<file path="src/rtl/sram_pkt_reader_pkg.sv">
// Shared types and widths for the packet read engine.
// Word tags travel with the data so the output side needs no separate bookkeeping.
package sram_pkt_reader_pkg;

    localparam int DATA_WIDTH = 64;
    localparam int ADDR_WIDTH = 17;
    localparam int LEN_WIDTH  = 8;

    typedef struct packed {
        logic                  sop;
        logic                  eop;
        logic [DATA_WIDTH-1:0] data;
    } rd_word_t;

    typedef enum logic [1:0] {
        S_IDLE  = 2'd0,
        S_FETCH = 2'd1,
        S_DRAIN = 2'd2
    } rd_state_t;

endpackage

</file>
<file path="src/rtl/sram_pkt_reader_if.sv">
// Bundle of descriptor, SRAM B-port and packet output signals for one reader.
// Output beat handshake: a word moves on any cycle with rd_vld & ready; while rd_vld is high and
// ready is low, rd_vld/rd_data/rd_sop/rd_eop stay unchanged; rd_sop/rd_eop mean nothing without rd_vld.
interface sram_pkt_reader_if;
    import sram_pkt_reader_pkg::*;

    logic                            prepared;
    logic [ADDR_WIDTH-1:0]           desc_addr;
    logic [LEN_WIDTH-1:0]            desc_len;
    logic                            rea;
    logic                            rd_request;
    logic                            grant;
    logic [ADDR_WIDTH-1:0]           sram_addr;
    logic [DATA_WIDTH-1:0]           sram_dout;
    logic                            ready;
    logic                            rd_sop;
    logic                            rd_eop;
    logic                            rd_vld;
    logic [DATA_WIDTH-1:0]           rd_data;
    logic                            busy;

    modport master (
        input  prepared, desc_addr, desc_len, grant, sram_dout, ready,
        output rea, rd_request, sram_addr, rd_sop, rd_eop, rd_vld, rd_data, busy
    );

    modport slave (
        output prepared, desc_addr, desc_len, grant, sram_dout, ready,
        input  rea, rd_request, sram_addr, rd_sop, rd_eop, rd_vld, rd_data, busy
    );

endinterface

</file>
<file path="src/rtl/sram_pkt_reader_skid_fifo.sv">
// Two-entry skid FIFO holding tagged words between the SRAM return path and the output port.
// The caller's credit logic guarantees no push ever lands on a full FIFO without a pop.
module rd_skid_fifo
    import sram_pkt_reader_pkg::*;
(
    input  logic       clk,
    input  logic       rst,
    input  logic       i_push,
    input  rd_word_t   i_din,
    input  logic       i_pop,
    output rd_word_t   o_dout,
    output logic       o_vld,
    output logic [1:0] o_count
);

    rd_word_t   r_mem [2];
    logic       r_wptr;
    logic       r_rptr;
    logic [1:0] r_count;
    logic       w_pop;

    assign w_pop = i_pop & (r_count != 2'd0);

    always_ff @(posedge clk or posedge rst) begin
        if (rst) begin
            r_mem[0] <= '0;
            r_mem[1] <= '0;
            r_wptr   <= 1'b0;
            r_rptr   <= 1'b0;
            r_count  <= 2'd0;
        end else begin
            if (i_push) begin
                r_mem[r_wptr] <= i_din;
                r_wptr        <= ~r_wptr;
            end
            if (w_pop) begin
                r_rptr <= ~r_rptr;
            end
            case ({i_push, w_pop})
                2'b10:   r_count <= r_count + 2'd1;
                2'b01:   r_count <= r_count - 2'd1;
                default: r_count <= r_count;
            endcase
        end
    end

    assign o_dout  = r_mem[r_rptr];
    assign o_vld   = (r_count != 2'd0);
    assign o_count = r_count;

endmodule

</file>
<file path="src/rtl/sram_pkt_reader.sv">
// Per-port packet read engine: takes one descriptor, fetches its words from SRAM port B under
// grant, and streams them out through a 2-entry skid FIFO with sop/eop tags.
module sram_pkt_reader
    import sram_pkt_reader_pkg::*;
(
    input  logic              clk,
    input  logic              rst,
    sram_pkt_reader_if.master bus,
    output rd_state_t         o_state
);

    rd_state_t             r_state;
    logic [ADDR_WIDTH-1:0] r_addr;
    logic [LEN_WIDTH-1:0]  r_rem;
    logic                  r_rea;
    logic                  r_busy;
    logic                  r_first;
    logic                  r_pend;
    logic                  r_pend_sop;
    logic                  r_pend_eop;

    rd_word_t              w_head;
    rd_word_t              w_push_word;
    logic                  w_vld;
    logic                  w_pop;
    logic [1:0]            w_count;
    logic                  w_credit_ok;
    logic                  w_req;
    logic                  w_fire;

    // A pop this cycle frees a slot, so back-to-back reads sustain one word per cycle.
    assign w_pop       = w_vld & bus.ready;
    assign w_credit_ok = ({1'b0, w_count} + {2'b00, r_pend}) < (3'd2 + {2'b00, w_pop});
    assign w_req       = (r_state == S_FETCH) && w_credit_ok;
    assign w_fire      = w_req & bus.grant;
    assign w_push_word = {r_pend_sop, r_pend_eop, bus.sram_dout};

    rd_skid_fifo u_fifo (
        .clk     (clk),
        .rst     (rst),
        .i_push  (r_pend),
        .i_din   (w_push_word),
        .i_pop   (w_pop),
        .o_dout  (w_head),
        .o_vld   (w_vld),
        .o_count (w_count)
    );

    always_ff @(posedge clk or posedge rst) begin
        if (rst) begin
            r_state    <= S_IDLE;
            r_addr     <= '0;
            r_rem      <= '0;
            r_rea      <= 1'b0;
            r_busy     <= 1'b0;
            r_first    <= 1'b0;
            r_pend     <= 1'b0;
            r_pend_sop <= 1'b0;
            r_pend_eop <= 1'b0;
        end else begin
            r_rea  <= 1'b0;
            r_pend <= w_fire;
            if (w_fire) begin
                r_pend_sop <= r_first;
                r_pend_eop <= (r_rem == LEN_WIDTH'(1));
            end
            case (r_state)
                S_IDLE: begin
                    if (bus.prepared) begin
                        r_rea <= 1'b1;
                        // Zero-length descriptors are consumed and dropped.
                        if (bus.desc_len != '0) begin
                            r_addr  <= bus.desc_addr;
                            r_rem   <= bus.desc_len;
                            r_busy  <= 1'b1;
                            r_first <= 1'b1;
                            r_state <= S_FETCH;
                        end
                    end
                end
                S_FETCH: begin
                    if (w_fire) begin
                        r_addr  <= r_addr + ADDR_WIDTH'(1);
                        r_rem   <= r_rem - LEN_WIDTH'(1);
                        r_first <= 1'b0;
                        if (r_rem == LEN_WIDTH'(1)) begin
                            r_state <= S_DRAIN;
                        end
                    end
                end
                S_DRAIN: begin
                    if (w_pop && w_head.eop) begin
                        r_busy  <= 1'b0;
                        r_state <= S_IDLE;
                    end
                end
                default: r_state <= S_IDLE;
            endcase
        end
    end

    assign bus.rea        = r_rea;
    assign bus.busy       = r_busy;
    assign bus.rd_request = w_req;
    assign bus.sram_addr  = r_addr;
    assign bus.rd_vld     = w_vld;
    assign bus.rd_sop     = w_head.sop;
    assign bus.rd_eop     = w_head.eop;
    assign bus.rd_data    = w_head.data;
    assign o_state        = r_state;

endmodule
</file>
<file path="src/flat_wrapper.sv">
// flat-port wrapper written by rule: the top's interface ports become plain ports
module sram_pkt_reader_flat import sram_pkt_reader_pkg::*;
  (clk, rst, o_state, bus_prepared, bus_desc_addr, bus_desc_len, bus_grant, bus_sram_dout, bus_ready, bus_rea, bus_rd_request, bus_sram_addr, bus_rd_sop, bus_rd_eop, bus_rd_vld, bus_rd_data, bus_busy);
  sram_pkt_reader_if bus_i ();
  input  logic clk;
  input  logic rst;
  output rd_state_t o_state;
  input wire logic [$bits(bus_i.prepared)-1:0] bus_prepared;
  input wire logic [$bits(bus_i.desc_addr)-1:0] bus_desc_addr;
  input wire logic [$bits(bus_i.desc_len)-1:0] bus_desc_len;
  input wire logic [$bits(bus_i.grant)-1:0] bus_grant;
  input wire logic [$bits(bus_i.sram_dout)-1:0] bus_sram_dout;
  input wire logic [$bits(bus_i.ready)-1:0] bus_ready;
  output wire logic [$bits(bus_i.rea)-1:0] bus_rea;
  output wire logic [$bits(bus_i.rd_request)-1:0] bus_rd_request;
  output wire logic [$bits(bus_i.sram_addr)-1:0] bus_sram_addr;
  output wire logic [$bits(bus_i.rd_sop)-1:0] bus_rd_sop;
  output wire logic [$bits(bus_i.rd_eop)-1:0] bus_rd_eop;
  output wire logic [$bits(bus_i.rd_vld)-1:0] bus_rd_vld;
  output wire logic [$bits(bus_i.rd_data)-1:0] bus_rd_data;
  output wire logic [$bits(bus_i.busy)-1:0] bus_busy;
  assign bus_i.prepared = bus_prepared;
  assign bus_i.desc_addr = bus_desc_addr;
  assign bus_i.desc_len = bus_desc_len;
  assign bus_i.grant = bus_grant;
  assign bus_i.sram_dout = bus_sram_dout;
  assign bus_i.ready = bus_ready;
  assign bus_rea = bus_i.rea;
  assign bus_rd_request = bus_i.rd_request;
  assign bus_sram_addr = bus_i.sram_addr;
  assign bus_rd_sop = bus_i.rd_sop;
  assign bus_rd_eop = bus_i.rd_eop;
  assign bus_rd_vld = bus_i.rd_vld;
  assign bus_rd_data = bus_i.rd_data;
  assign bus_busy = bus_i.busy;
  sram_pkt_reader u_core (.clk(clk), .rst(rst), .bus(bus_i), .o_state(o_state));
endmodule
</file>
<file path="config.mk">
export PLATFORM = sky130hd
export DESIGN_NAME = sram_pkt_reader_flat
export DESIGN_NICKNAME = d
export VERILOG_FILES = /design/src/rtl/sram_pkt_reader_pkg.sv /design/src/rtl/sram_pkt_reader_if.sv /design/src/rtl/sram_pkt_reader_skid_fifo.sv /design/src/rtl/sram_pkt_reader.sv /design/src/flat_wrapper.sv
export SDC_FILE = /design/constraint.sdc
export NUM_CORES = 1
export LEC_CHECK = 0
export BUFFER_PORTS_ARGS = -buffer_cell sky130_fd_sc_hd__buf_2
export CAP_MARGIN = 20
export CORE_MARGIN = 1
export CORE_UTILIZATION = 58
export CTS_CLUSTER_SIZE = 10
export DETAILED_ROUTE_END_ITERATION = 12
export PLACE_DENSITY_LB_ADDON = 0.12
export SLEW_MARGIN = 25
export SYNTH_ARGS = -nofsm -noshare
export SYNTH_HDL_FRONTEND = slang
export SYNTH_SLANG_ARGS = --single-unit
export TNS_END_PERCENT = 1
</file>
<file path="constraint.sdc">
create_clock -name clk -period 16.4 [get_ports clk]
set_clock_uncertainty 0.1 [all_clocks]
set_input_delay 1.64 -clock clk [delete_from_list [all_inputs] [get_ports clk]]
set_output_delay 1.64 -clock clk [all_outputs]
set_load 0.05 [all_outputs]
</file>
# ---- Yosys cells after proc, flatten, opt, wreduce, memory -nomap -nowiden
# Cells that the tools add are included.
dict set report totals {
  word_cells 86
  regBits 169
  output_inout_bits 89
  input_bits 94
}
dict set report classes {
  muxes 29
  n_lt_le_gt_ge 4
  n_reduce_logical 12
  eq_ne 10
  bitwise_logic 7
  n_addsub 6
}
# cell count
set op_table {}
lappend op_table {{66-bit 2-to-1 mux} 4}
lappend op_table {{132-bit bitwise mux} 1}
lappend op_table {{66-bit demux with 1-bit select} 1}
lappend op_table {{17-bit 2-to-1 mux} 3}
lappend op_table {{17-bit case mux with 2 select lines} 1}
lappend op_table {{8-bit 2-to-1 mux} 3}
lappend op_table {{17-bit by 1-bit adder with 17-bit output (second input constant)} 1}
lappend op_table {{8-bit case mux with 2 select lines} 1}
lappend op_table {{2-bit 2-to-1 mux} 5}
lappend op_table {{8-bit by 1-bit equality test with 1-bit output (second input constant)} 1}
lappend op_table {{4-bit AND reduction} 2}
lappend op_table {{2-bit nonzero test} 4}
lappend op_table {{8-bit nonzero test} 1}
lappend op_table {{8-bit by 1-bit subtractor with 8-bit output (second input constant)} 1}
lappend op_table {{1-bit 2-to-1 mux} 6}
lappend op_table {{2-bit by 1-bit != test with 1-bit output (second input constant)} 3}
lappend op_table {{2-bit case mux with 3 select lines} 1}
lappend op_table {{5-bit AND reduction} 1}
lappend op_table {{2-bit by 1-bit equality test with 1-bit output (second input constant)} 2}
lappend op_table {{2-bit equality test (second input constant)} 2}
lappend op_table {{2-bit greater-or-equal comparator (second input constant)} 2}
lappend op_table {{2-bit != test (second input constant)} 2}
lappend op_table {{1-bit inverter with 2-bit output} 2}
lappend op_table {{1-bit case mux with 2 select lines} 2}
lappend op_table {{other kinds (11)} 16}

# ---- Logic depth before layout (Yosys ltp)
dict set report depth {
  depth_word 8
  ltp_mapped 7
}

# ---- Modules after synthesis
# A second synthesis with hierarchy kept.
dict set report unflattened {
  hier_cells 599
  area_unflattened_um2 7927.6
}
# mod instances seq_area_each_um2 cells_per_inst area_each_um2
set by_module_without_submodules {}
lappend by_module_without_submodules {rd_skid_fifo 1 3403.3 368 5886.9}
lappend by_module_without_submodules {sram_pkt_reader 1 825.8 231 2040.7}

# ---- Least setup slack after synthesis
# OpenSTA, ideal clock, no wires.
dict set report synth_timing {
  path_kind {input to output}
  from {input bus_ready}
  to {output bus_rd_request}
  n_path_buf 0
  arrival_ns 2.428
  slack_ns 12.232
  required_ns 14.660
  stages 3
  cell_sequence {o21ai_1 o21ai_2 and2_1}
}
dict set report synth_between {
  elab_chain_len 4
}
# element line_no
set synth_lines {}
lappend synth_lines {{start, declared} flat_wrapper.sv:13} ;# input wire logic [$bits(bus_i.ready)-1:0] bus_ready;
lappend synth_lines {{1-bit AND} sram_pkt_reader.sv:32} ;# assign w_pop = w_vld & bus.ready;
lappend synth_lines {{2-bit by 1-bit adder with 3-bit output} sram_pkt_reader.sv:33} ;# assign w_credit_ok = ({1'b0, w_count} + {2'b00, r_pend}) < (3'd2 + {2'b00, w_pop});
lappend synth_lines {{3-bit less-than comparator} sram_pkt_reader.sv:33}
lappend synth_lines {{1-bit logical AND} sram_pkt_reader.sv:34} ;# assign w_req = (r_state == S_FETCH) && w_credit_ok;
lappend synth_lines {{end, declared} flat_wrapper.sv:15} ;# output wire logic [$bits(bus_i.rd_request)-1:0] bus_rd_request;
# Every way passes these cells.

# ---- Worst setup path in the final report
# Ends and elaborated chain as after synthesis.

==> out/metrics.yaml <==
yosysUniqueCellTypes: 53
clockRootBuffer: "clkbuf_16"
setup_viol: 0
min_period_over_period_pct: 26.1
finalInstanceArea_um2: 9380
grt_util_all_layers_pct: 24.8
async_flop_share_pct: 100
grt_pass1_vias: 5581
max_freq_mhz: 234
report.final.slew_viol_count: 0
ant_nets: 0
postCtsSetupRepairBufs: 0
ioPinCount: 183
hold_viol: 0
clk_latency_ns: 0.42
drt_pre_antenna_iters: 4
die_w_um: 118
die_area_um2: 13900
clk_pin_slew_ns: 0.06
synthesis.nets: 689
rsz0062_at_grt: "no"
grt_pass1_wl_mm: 27.4
slew_headroom_pct: 50.4
coreArea_um2: 13200
final_layout_size_suffix_gt1_share_pct: 55.7
cts.sinks: 169
synth_common_cells: "197 x mux2_2, 169 x dfrtp_1, 25 x nand2_1, 23 x o21ai_0"
cp-start-kind: "input port"
outcome: "completed"
cts_tree: "yes"
postSynthCellCount: 589
place_hpwl_mm: 10.9
ys_seq_area_share_pct: 54.1
worstMarginPinSlew_ns: 0.744
wire_per_inst_um: 17.0
critPathKind: "input port to output port"
period_minus_slack_ns: 4.27
synth_edf_count: 0
drt-initial-drc-count: 320
cts_hold_buf: 0
final_nets: 862
vias_per_cell: 5.60
die_y_um: 118
yosysWarnings: 0
cts_max_path_buffers: 2
synth_flop_cell: "dfrtp_1"
tns_ns: 0
hold_ws_ns: 0.384
cap_violations: 0
gp_congestion: 0.844
antenna_found_initial: 0
route.detailed.drc: 0
io_buffers: 182
ys_ff_latch: 169
grt_overflow: 0
worstPathArrival_ns: 2.53
synth_most_common_cell: "mux2_2"
grt_max_degree: 87
synth_top_area_share_pct: 54.1
synthTopCellsByArea: "dfrtp_1 54%, mux2_2 28%, o21ai_0 1.5%"
cts-resized-gates: 0
num_rows: 42
cts-buffers-inserted: 17
worstPathMaxFanout: 4
vias: 5316
netlist_area_um2: 7810
crit_path_end_kind: "output port"
avgSynthCellArea_um2: 13.3
area_delta_synth_final_pct: 20.0
htreeDepth: 4
num_antenna_cells: 0
required_ns: 14.66
wl_mm: 16.2
yosys.area.top_type: "dfrtp_1"
hold_path_class: "flop to flop"
dpl_cell_area_um2: 8840
initial_core_util_pct: 59.2
==> worst paths after layout <==
| path | start | endpoint | slack, ns | cells after the start |
|---|---|---|---|---|
| max | bus_ready | bus_rd_request | 12.13 | 5 |
| min | u_core.r_first | u_core.r_pend_sop | 0.38 | 2 |
| max reg2reg | u_core.r_pend | u_core.u_fifo.r_mem[100] | 14.02 | 4 |
| min reg2reg | u_core.r_first | u_core.r_pend_sop | 0.38 | 2 |
| max in group asynchronous | rst | u_core.u_fifo.r_rptr | 13.68 | 3 |
| min in group asynchronous | rst | u_core.u_fifo.r_mem[94] | 1.27 | 2 |
==> placed cells by master (no fill, tap or decap), types with 2 or more instances in the layout <==
cell and instances:
nor4_1 4, a21oi_1 22, xor2_1 2, nand2b_1 2, o22a_1 2, o21ai_1 2
mux2_2 197, clkinvlp_4 2, clkbuf_16 17, and2_1 2, nor2_4 2, nor4_4 3
buf_2 182, inv_6 2, a21o_1 2, dfrtp_1 168, o22ai_1 4, a31o_2 3
mux2i_1 2, nor2_1 21, nand3_1 10, nor3_1 4, o21ai_0 23, o2bb2ai_1 2
xnor2_1 3, a22oi_1 5, ha_1 6, a2bb2oi_1 3, buf_4 4, and4_1 2
o211ai_1 2, inv_1 7, clkbuf_1 7, nand2_1 24, a31oi_1 4
==> per-stage QoR <==
step	cells	util (%)	setup slack, ns
after CTS	950	71.1	12.11
after detailed placement	919	67.0	12.13
final	950	71.1	12.13
after global routing	950	71.1	12.04
after global placement	919	67.0	12.14
after floorplan	589	-	10.08
==> logic make-up (layout without fill, tap and decap cells) <==
group	count (synthesis)	in the layout	synth area share (%)
AO/OA/AOI/OAI	83	83	6.98
AND/OR/NAND/NOR	85	85	6.18
buffers and inverters	42	227	2.56
XOR/XNOR	5	5	0.560
multiplexers	199	199	28.6
adder cells (fa/ha/maj)	6	6	0.961
flip-flops	169	169	54.1
==> state kept, by name, indices dropped and copies added (netlist names) <==
name,count
u_core.u_fifo.r_wptr,1
u_core.o_state,2
u_core.r_pend,1
u_core.bus.sram_addr,17
u_core.bus.rea,1
u_core.u_fifo.o_count,2
u_core.u_fifo.r_mem,132
u_core.r_rem,8
u_core.bus.busy,1
u_core.u_fifo.r_rptr,1
u_core.r_first,1
u_core.r_pend_eop,1
u_core.r_pend_sop,1
==> metal layers <==
layer  wire length, µm  GRT usage [%]  part of all wire (%)  vias up
met5                 0              0                     0        -
met4               309           9.54                   1.9        0
met3               918           5.67                   5.7       24
met2              8220           41.4                    51      163
met1              6710           31.5                    42     2663
li1                  -              -                     -     2466
==> cell type report <==
class | instances | area (µm²)
fillers | 952 | 3810
repair buffers | 187 | 952
well taps | 176 | 220
clock inverters | 6 | 67.6
clock buffers | 25 | 465
multi-input cells | 378 | 3400
flip-flops and latches | 169 | 4230
inverters | 9 | 38.8
==> worst max-delay path: stages <==
cell and delay (ns):
buf_2 0.08, o21ai_1 0.13, o21ai_2 0.25, and2_1 0.16, buf_2 0.27
Power is left out: the tool's default activity adds up to more than one toggle a clock period on the data nets, which glitch-free logic cannot reach.
